$ cat config.mk
export PLATFORM = sky130hd
export DESIGN_NAME = rtc_access_arbiter
export DESIGN_NICKNAME = d
export VERILOG_FILES = /design/src/rtl/rtc_pkg.sv /design/src/rtl/rtc_alarm_cmp.sv /design/src/rtl/rtc_access_arbiter.sv
export SDC_FILE = /design/constraint.sdc
export NUM_CORES = 1
export LEC_CHECK = 0
export CAP_MARGIN = 20
export CORE_MARGIN = 2
export CORE_UTILIZATION = 34
export CTS_CLUSTER_DIAMETER = 60
export CTS_CLUSTER_SIZE = 10
export DETAILED_ROUTE_END_ITERATION = 8
export HOLD_SLACK_MARGIN = 0.1
export PLACE_DENSITY = 0.76
export SLEW_MARGIN = 20
export SYNTH_ARGS = -nofsm -noshare
export SYNTH_HDL_FRONTEND = slang
export SYNTH_SLANG_ARGS = --single-unit
export TNS_END_PERCENT = 50
$ cat constraint.sdc
create_clock -name clk_i -period 5.6 [get_ports clk_i]
set_input_delay 1.4 -clock clk_i [delete_from_list [all_inputs] [get_ports clk_i]]
set_output_delay 1.4 -clock clk_i [all_outputs]
set_load 0.01 [all_outputs]
$ cat src/rtl/rtc_pkg.sv
// rtc_pkg
// Shared definitions for the RTC access arbiter slice.
//   arb_state_e         : arbiter FSM state encoding (BOOT / IDLE / BUSY)
//   BOOT_CYCLES_DEFAULT : default length of the post-reset boot hold, in clk cycles
package rtc_pkg;

    typedef enum logic [1:0] {
        ST_BOOT = 2'd0,
        ST_IDLE = 2'd1,
        ST_BUSY = 2'd2
    } arb_state_e;

    localparam int BOOT_CYCLES_DEFAULT = 1034;

endpackage

$ cat src/rtl/rtc_alarm_cmp.sv
// rtc_alarm_cmp
// Compares the current RTC counter fields against the alarm target fields and
// latches a ring flag on a match until software acknowledges it.
// Ports:
//   clk_i, reset_i : clock, synchronous active-high reset (clears ring)
//   enable_i       : compare enable; low while the arbiter is in its boot hold
//   alm_cur_i      : ALM_FIELDS packed current counter fields, DATA_W bits each
//   alm_tgt_i      : ALM_FIELDS packed target fields, same packing
//   alm_ack_i      : clears ring unless a match is present in the same cycle
//   ring_o         : latched alarm / timer-expiry flag
module rtc_alarm_cmp #(
    parameter int ALM_FIELDS = 3,
    parameter int DATA_W     = 8
) (
    input  logic                         clk_i,
    input  logic                         reset_i,
    input  logic                         enable_i,
    input  logic [ALM_FIELDS*DATA_W-1:0] alm_cur_i,
    input  logic [ALM_FIELDS*DATA_W-1:0] alm_tgt_i,
    input  logic                         alm_ack_i,
    output logic                         ring_o
);

    logic fieldsEq;
    logic tgtZero;
    logic match;
    logic ring_q;

    // A match needs every field equal and a target that is not all zero, so an
    // unprogrammed (cleared) alarm never fires. Compare is suppressed during boot.
    always_comb begin
        fieldsEq = 1'b1;
        tgtZero  = 1'b1;
        for (int f = 0; f < ALM_FIELDS; f++) begin
            if (alm_cur_i[f*DATA_W +: DATA_W] != alm_tgt_i[f*DATA_W +: DATA_W]) begin
                fieldsEq = 1'b0;
            end
            if (alm_tgt_i[f*DATA_W +: DATA_W] != '0) begin
                tgtZero = 1'b0;
            end
        end
        match = enable_i && fieldsEq && !tgtZero;
    end

    // Set has priority over acknowledge so a held match cannot be cleared away.
    always_ff @(posedge clk_i) begin
        if (reset_i) begin
            ring_q <= 1'b0;
        end else if (match) begin
            ring_q <= 1'b1;
        end else if (alm_ack_i) begin
            ring_q <= 1'b0;
        end
    end

    assign ring_o = ring_q;

endmodule

$ cat src/rtl/rtc_access_arbiter.sv
// rtc_access_arbiter
// Arbitrates NUM_CH requesters onto a single RTC register bus. After reset the
// bus is held by channel 0 for BOOT_CYCLES cycles; afterwards one requester at a
// time owns a frame, whose address/data/direction are frozen until frame_done_i.
// Optional build macro: RTC_ARB_RR_EN selects round-robin arbitration
// (default build: fixed priority, lowest index wins).
// Ports:
//   clk_i, reset_i           : clock, synchronous active-high reset
//   req_i, req_wr_i          : per-channel request level and direction (1 = write)
//   req_addr_i, req_wdata_i  : per-channel address/data, channel i at [i*DATA_W +: DATA_W]
//   frame_done_i             : end-of-frame pulse from the bus protocol engine
//   grant_o                  : one-hot owner, zero when idle
//   bus_addr_o, bus_wdata_o  : owner's address/data, zero when idle
//   bus_wr_o, bus_active_o   : owner's direction, frame-owned flag
//   booting_o                : high during the boot hold
//   alm_cur_i, alm_tgt_i     : alarm current/target fields
//   alm_ack_i, ring_o        : alarm acknowledge, latched alarm flag
module rtc_access_arbiter
    import rtc_pkg::*;
#(
    parameter int NUM_CH      = 4,
    parameter int DATA_W      = 8,
    parameter int BOOT_CYCLES = BOOT_CYCLES_DEFAULT,
    parameter int ALM_FIELDS  = 3
) (
    input  logic                         clk_i,
    input  logic                         reset_i,
    input  logic [NUM_CH-1:0]            req_i,
    input  logic [NUM_CH-1:0]            req_wr_i,
    input  logic [NUM_CH*DATA_W-1:0]     req_addr_i,
    input  logic [NUM_CH*DATA_W-1:0]     req_wdata_i,
    input  logic                         frame_done_i,
    output logic [NUM_CH-1:0]            grant_o,
    output logic [DATA_W-1:0]            bus_addr_o,
    output logic [DATA_W-1:0]            bus_wdata_o,
    output logic                         bus_wr_o,
    output logic                         bus_active_o,
    output logic                         booting_o,
    input  logic [ALM_FIELDS*DATA_W-1:0] alm_cur_i,
    input  logic [ALM_FIELDS*DATA_W-1:0] alm_tgt_i,
    input  logic                         alm_ack_i,
    output logic                         ring_o
);

    localparam int IDX_W = (NUM_CH > 1) ? $clog2(NUM_CH) : 1;
    localparam int CNT_W = $clog2(BOOT_CYCLES + 1);
    localparam logic [CNT_W-1:0] BOOT_LAST = CNT_W'(BOOT_CYCLES - 1);

    arb_state_e        state_q, state_d;
    logic [CNT_W-1:0]  bootCnt_q, bootCnt_d;
    logic [IDX_W-1:0]  owner_q;
    logic [DATA_W-1:0] addr_q, wdata_q;
    logic              wr_q;
    logic [IDX_W-1:0]  selIdx;
    logic [IDX_W-1:0]  cand;
    logic              selAny;

`ifdef RTC_ARB_RR_EN
    logic [IDX_W-1:0]  rrPtr_q, rrPtr_d;

    // Round-robin pick: scan from the farthest candidate back to the nearest so
    // the channel closest after the last completed owner is the one kept.
    always_comb begin
        selAny = 1'b0;
        selIdx = '0;
        cand   = '0;
        for (int k = NUM_CH; k >= 1; k--) begin
            cand = IDX_W'((int'(rrPtr_q) + k) % NUM_CH);
            if (req_i[cand]) begin
                selAny = 1'b1;
                selIdx = cand;
            end
        end
    end

    // The pointer only advances when a frame really completes, and starts at the
    // last channel so channel 0 is searched first after reset.
    always_ff @(posedge clk_i) begin
        if (reset_i) begin
            rrPtr_q <= IDX_W'(NUM_CH - 1);
        end else begin
            rrPtr_q <= rrPtr_d;
        end
    end

    always_comb begin
        rrPtr_d = rrPtr_q;
        if (state_q == ST_BUSY && frame_done_i) begin
            rrPtr_d = owner_q;
        end
    end
`else
    // Fixed-priority pick: scanning downwards leaves the lowest requesting index.
    always_comb begin
        selAny = 1'b0;
        selIdx = '0;
        cand   = '0;
        for (int i = NUM_CH - 1; i >= 0; i--) begin
            cand = IDX_W'(i);
            if (req_i[cand]) begin
                selAny = 1'b1;
                selIdx = cand;
            end
        end
    end
`endif

    // State and boot counter register; reset aborts any frame and restarts boot.
    always_ff @(posedge clk_i) begin
        if (reset_i) begin
            state_q   <= ST_BOOT;
            bootCnt_q <= '0;
        end else begin
            state_q   <= state_d;
            bootCnt_q <= bootCnt_d;
        end
    end

    // Frame snapshot taken at grant time so later requester activity is ignored.
    always_ff @(posedge clk_i) begin
        if (reset_i) begin
            owner_q <= '0;
            addr_q  <= '0;
            wdata_q <= '0;
            wr_q    <= 1'b0;
        end else if (state_q == ST_IDLE && selAny) begin
            owner_q <= selIdx;
            addr_q  <= req_addr_i[selIdx*DATA_W +: DATA_W];
            wdata_q <= req_wdata_i[selIdx*DATA_W +: DATA_W];
            wr_q    <= req_wr_i[selIdx];
        end
    end

    // Next-state logic. Leaving BUSY always goes through IDLE, which gives the
    // mandatory idle cycle between frames; frame_done outside BUSY is ignored.
    always_comb begin
        state_d   = state_q;
        bootCnt_d = bootCnt_q;
        case (state_q)
            ST_BOOT: begin
                if (bootCnt_q == BOOT_LAST) begin
                    state_d   = ST_IDLE;
                    bootCnt_d = '0;
                end else begin
                    bootCnt_d = bootCnt_q + 1'b1;
                end
            end
            ST_IDLE: begin
                if (selAny) begin
                    state_d = ST_BUSY;
                end
            end
            ST_BUSY: begin
                if (frame_done_i) begin
                    state_d = ST_IDLE;
                end
            end
            default: begin
                state_d = ST_BOOT;
            end
        endcase
    end

    // Output decode. During boot channel 0 owns the bus with its live request
    // fields; in BUSY the frozen snapshot drives the bus; otherwise all zero.
    always_comb begin
        grant_o      = '0;
        bus_addr_o   = '0;
        bus_wdata_o  = '0;
        bus_wr_o     = 1'b0;
        bus_active_o = 1'b0;
        booting_o    = 1'b0;
        case (state_q)
            ST_BOOT: begin
                grant_o      = NUM_CH'(1);
                bus_addr_o   = req_addr_i[DATA_W-1:0];
                bus_wdata_o  = req_wdata_i[DATA_W-1:0];
                bus_wr_o     = req_wr_i[0];
                bus_active_o = 1'b1;
                booting_o    = 1'b1;
            end
            ST_BUSY: begin
                grant_o      = NUM_CH'(1) << owner_q;
                bus_addr_o   = addr_q;
                bus_wdata_o  = wdata_q;
                bus_wr_o     = wr_q;
                bus_active_o = 1'b1;
            end
            default: begin
                grant_o = '0;
            end
        endcase
    end

    rtc_alarm_cmp #(
        .ALM_FIELDS (ALM_FIELDS),
        .DATA_W     (DATA_W)
    ) u_alarm (
        .clk_i      (clk_i),
        .reset_i    (reset_i),
        .enable_i   (state_q != ST_BOOT),
        .alm_cur_i  (alm_cur_i),
        .alm_tgt_i  (alm_tgt_i),
        .alm_ack_i  (alm_ack_i),
        .ring_o     (ring_o)
    );

endmodule

==> metrics.md <==
| Metric | Value |
|---|---|
| Final wirelength | 7556 um |
| Antenna-violating nets left | 0 |
| Via count | 2,382 |
| Critical path cell sequence | clkdlybuf4s50_1 -> mux2i_1 -> nor2_1 -> clkdlybuf4s50_1 |
| Syn_nets | 357 |
| Yosys reg bits | 33 |
| Cell Area, Synth | 2315 um2 |
| Post-synthesis instance total | 231 |
| Gpl congestion | 0.7762 |
| Clock latency on the worst-skew pair | 280 ps |
| CP arrival | 2630 ps |
| Hold Slack | 459.8 ps |
| Port buffer count | 147 |
| Core Box Area | 6681 um2 |
| Register area share after synthesis | 28.54% |
| CP top delay family | buffers and inverters |
| Max IR drop VDD | 0.0001035 V |
| Area after DPL | 3824 um2 |
| Pwr dens | 164.4 nW/um2 |
| CTS tree | yes |
| Slew Limit Headroom | 27.01% |
| Area leader, netlist | dfxtp_1 |
| CP max-delay cell | clkdlybuf4s50_1 |
| Number of flops mapped to enable cells by yosys | 0 |
| Layout cell share with drive strength beyond 1 | 5.851% |
| CTS Buffer Depth | 2 |
| Clk sinks | 33 |
| First-pass GRT wire length | 11,460 um |
| GRT Util Overall | 19.47% |
| Area occupied by multi-input gates | 1565 um2 |
| CTS Hold Bufs | 0 |
| CP Max Fanout | 2 |
| Asr flop ratio synth | 0% |
| Largest net degree at the start of global routing | 23 |
| Final Util | 58.97% |
| Post-CTS sizing | 0 |
| Drt drc | 0 |
| Row count | 30 |
| Dpl ws | 1580 ps |
| CP Capture Type | output pin |
| Lkg Pwr | 0.001442 uW |
| Syn. warnings | 0 |
| Period utilization | 72.04% |
| Overflow after GRT | 0 |
| HP Class | reg -> reg |
| Register area | 660.6 um2 |
| N_diodes | 0 |
| Synth top area cells | dfxtp_1 29%, mux4_1 11%, xor2_1 11% |
| Clock root buffer | clkbuf_8 |
| Initial core utilization | 34.64% |
| Max cap viols | 0 |
| Final Hold Violating Endpoints | 0 |
| CTS buffer count | 5 |
| Pre-Repair DR Iteration Count | 4 |
| Area grow syn2layout | 70.22% |
| Required @ worst endpoint | 4200 ps |
| Wire per inst | 16.57 um |
| Least-Margin Pin Slew | 1094 ps |
| Min setup slack post-route | 1566 ps |
| Final Instance Area | 3940 um2 |
| Kind of critical path | in -> out |
| I/O pins | 148 |
| Yosys cell types | 38 |
| CP dominant cell by count | clkdlybuf4s50_1 |
| Post-DP HPWL | 5955 um |
| Buf/Inv on CP | 2 |
| Syn Area/Cell | 10.02 um2 |
| Setup TNS | 0 ps |
| Full die area | 7484 um2 |
| Top-area cell type share of the netlist area | 28.54% |
| Vias/cell | 5.224 |
| Initial antenna violation count | 0 |
| DIE HEIGHT | 86.51 um |
| Tmin final | 4034 ps |
| Final setup vio count | 0 |
| Worst-path clk slew | 60 ps |
| Layout Skew | 5.389 ps |
| Vias in the first global route | 2,379 |
| Fillers | 567 |
| FMAX | 247.9 MHz |
| # H-tree levels | 2 |
| Worst path max stage delay | 570 ps |
| Unrepaired setup endpoints after global routing | false |
| Fin. max-slew vios | 0 |
| Number of setup buffers added after CTS | 0 |
| Initial DRC count | 57 |
| Status | complete, no violations |
| Post-layout nets | 501 |
| Ys flop type | dfxtp_1 |
| Die X | 86.51 um |
| Worst setup SP type | input pin |
[worst register-to-register path: stages (launching register included)]
cell	delay, ps
dfxtp_1	890
inv_1	210
a211o_1	350
nor2_2	590
a22o_1	260
[synth_stat cells (all sizes together), types with 2 or more instances]
library cell	instances
xnor2	6
mux4	17
and3	3
a22oi	2
inv	5
nor2	40
clkbuf	2
nor3	4
buf	9
ha	2
dfxtp	33
nand2	10
nor4	12
a21oi	3
nand4	3
a22o	17
xor2	28
nand3	4
mux2i	18
nor2b	2
[stage by stage]
step                      power (uW)  cells
after detailed placement       422.2    448
after global routing           674.2    456
after CTS                      651.9    456
after floorplan                306.3    231
final                          647.7    456
after global placement         418.6    448
[cells by family after synthesis]
logic type               after synthesis  share of synthesized area, %
AO/OA/AOI/OAI                         28                         9.729
adder cells (fa/ha/maj)                2                         1.081
flip-flops                            33                         28.54
multiplexers                          35                         25.95
buffers and inverters                 16                         3.946
AND/OR/NAND/NOR                       83                         17.89
XOR/XNOR                              34                         12.87
[area by class of cell]
class / instances / share of cell area [%]
Clock buffer: 7 / 2.191
Multi-Input combinational cell: 182 / 39.73
Inverter: 5 / 0.4763
Sequential cell: 33 / 16.77
Tap cell: 80 / 2.540
Clock inverter: 1 / 0.7621
Timing Repair Buffer: 148 / 37.54
[where the power goes]
| part | internal [uW] | leakage, uW | switching (uW) |
|---|---|---|---|
| Clock | 145 | 0.0000585 | 85.9 |
| Sequential | 237 | 0.000266 | 2.77 |
| Combinational | 121 | 0.00112 | 56.3 |
[per-layer routing]
metal	global-route usage, %	wire (um)	up-vias
li1	-	-	1153
met1	22.35	3109	1124
met2	36.29	3825	99
met3	4.952	566	6
met4	3.977	55	0
met5	0	0	-
[flip-flops by register name (all words and copies together), names as in the netlist]
register and flops:
u_alarm.ring_o 1, bootCnt_q 11, wdata_q 8, owner_q 2
wr_q 1, state_q 2, addr_q 8
[cell usage in the layout, fill, tap and decap left out, types with 4 or more instances in the layout]
cell type        count
mux4_2               7
dfxtp_1             33
nor4_1              12
nand2_1             10
nor2_1              37
a22o_1              17
xnor2_1              6
inv_1                5
nand3_1              4
clkbuf_8             6
xor2_1              28
mux2i_1             18
clkdlybuf4s50_1    147
mux4_1              10
[worst paths after layout]
kind / from / cells past startpoint / slack [ps] / end
setup reg to reg: state_q[0] / 4 / 3250 / addr_q[0]
setup / recovery: req_wdata_i[0] / 4 / 1570 / bus_wdata_o[0]
hold reg to reg: u_alarm.ring_o / 2 / 460 / u_alarm.ring_o
hold / removal: u_alarm.ring_o / 2 / 460 / u_alarm.ring_o
Power figures use the tool's default switching activity.
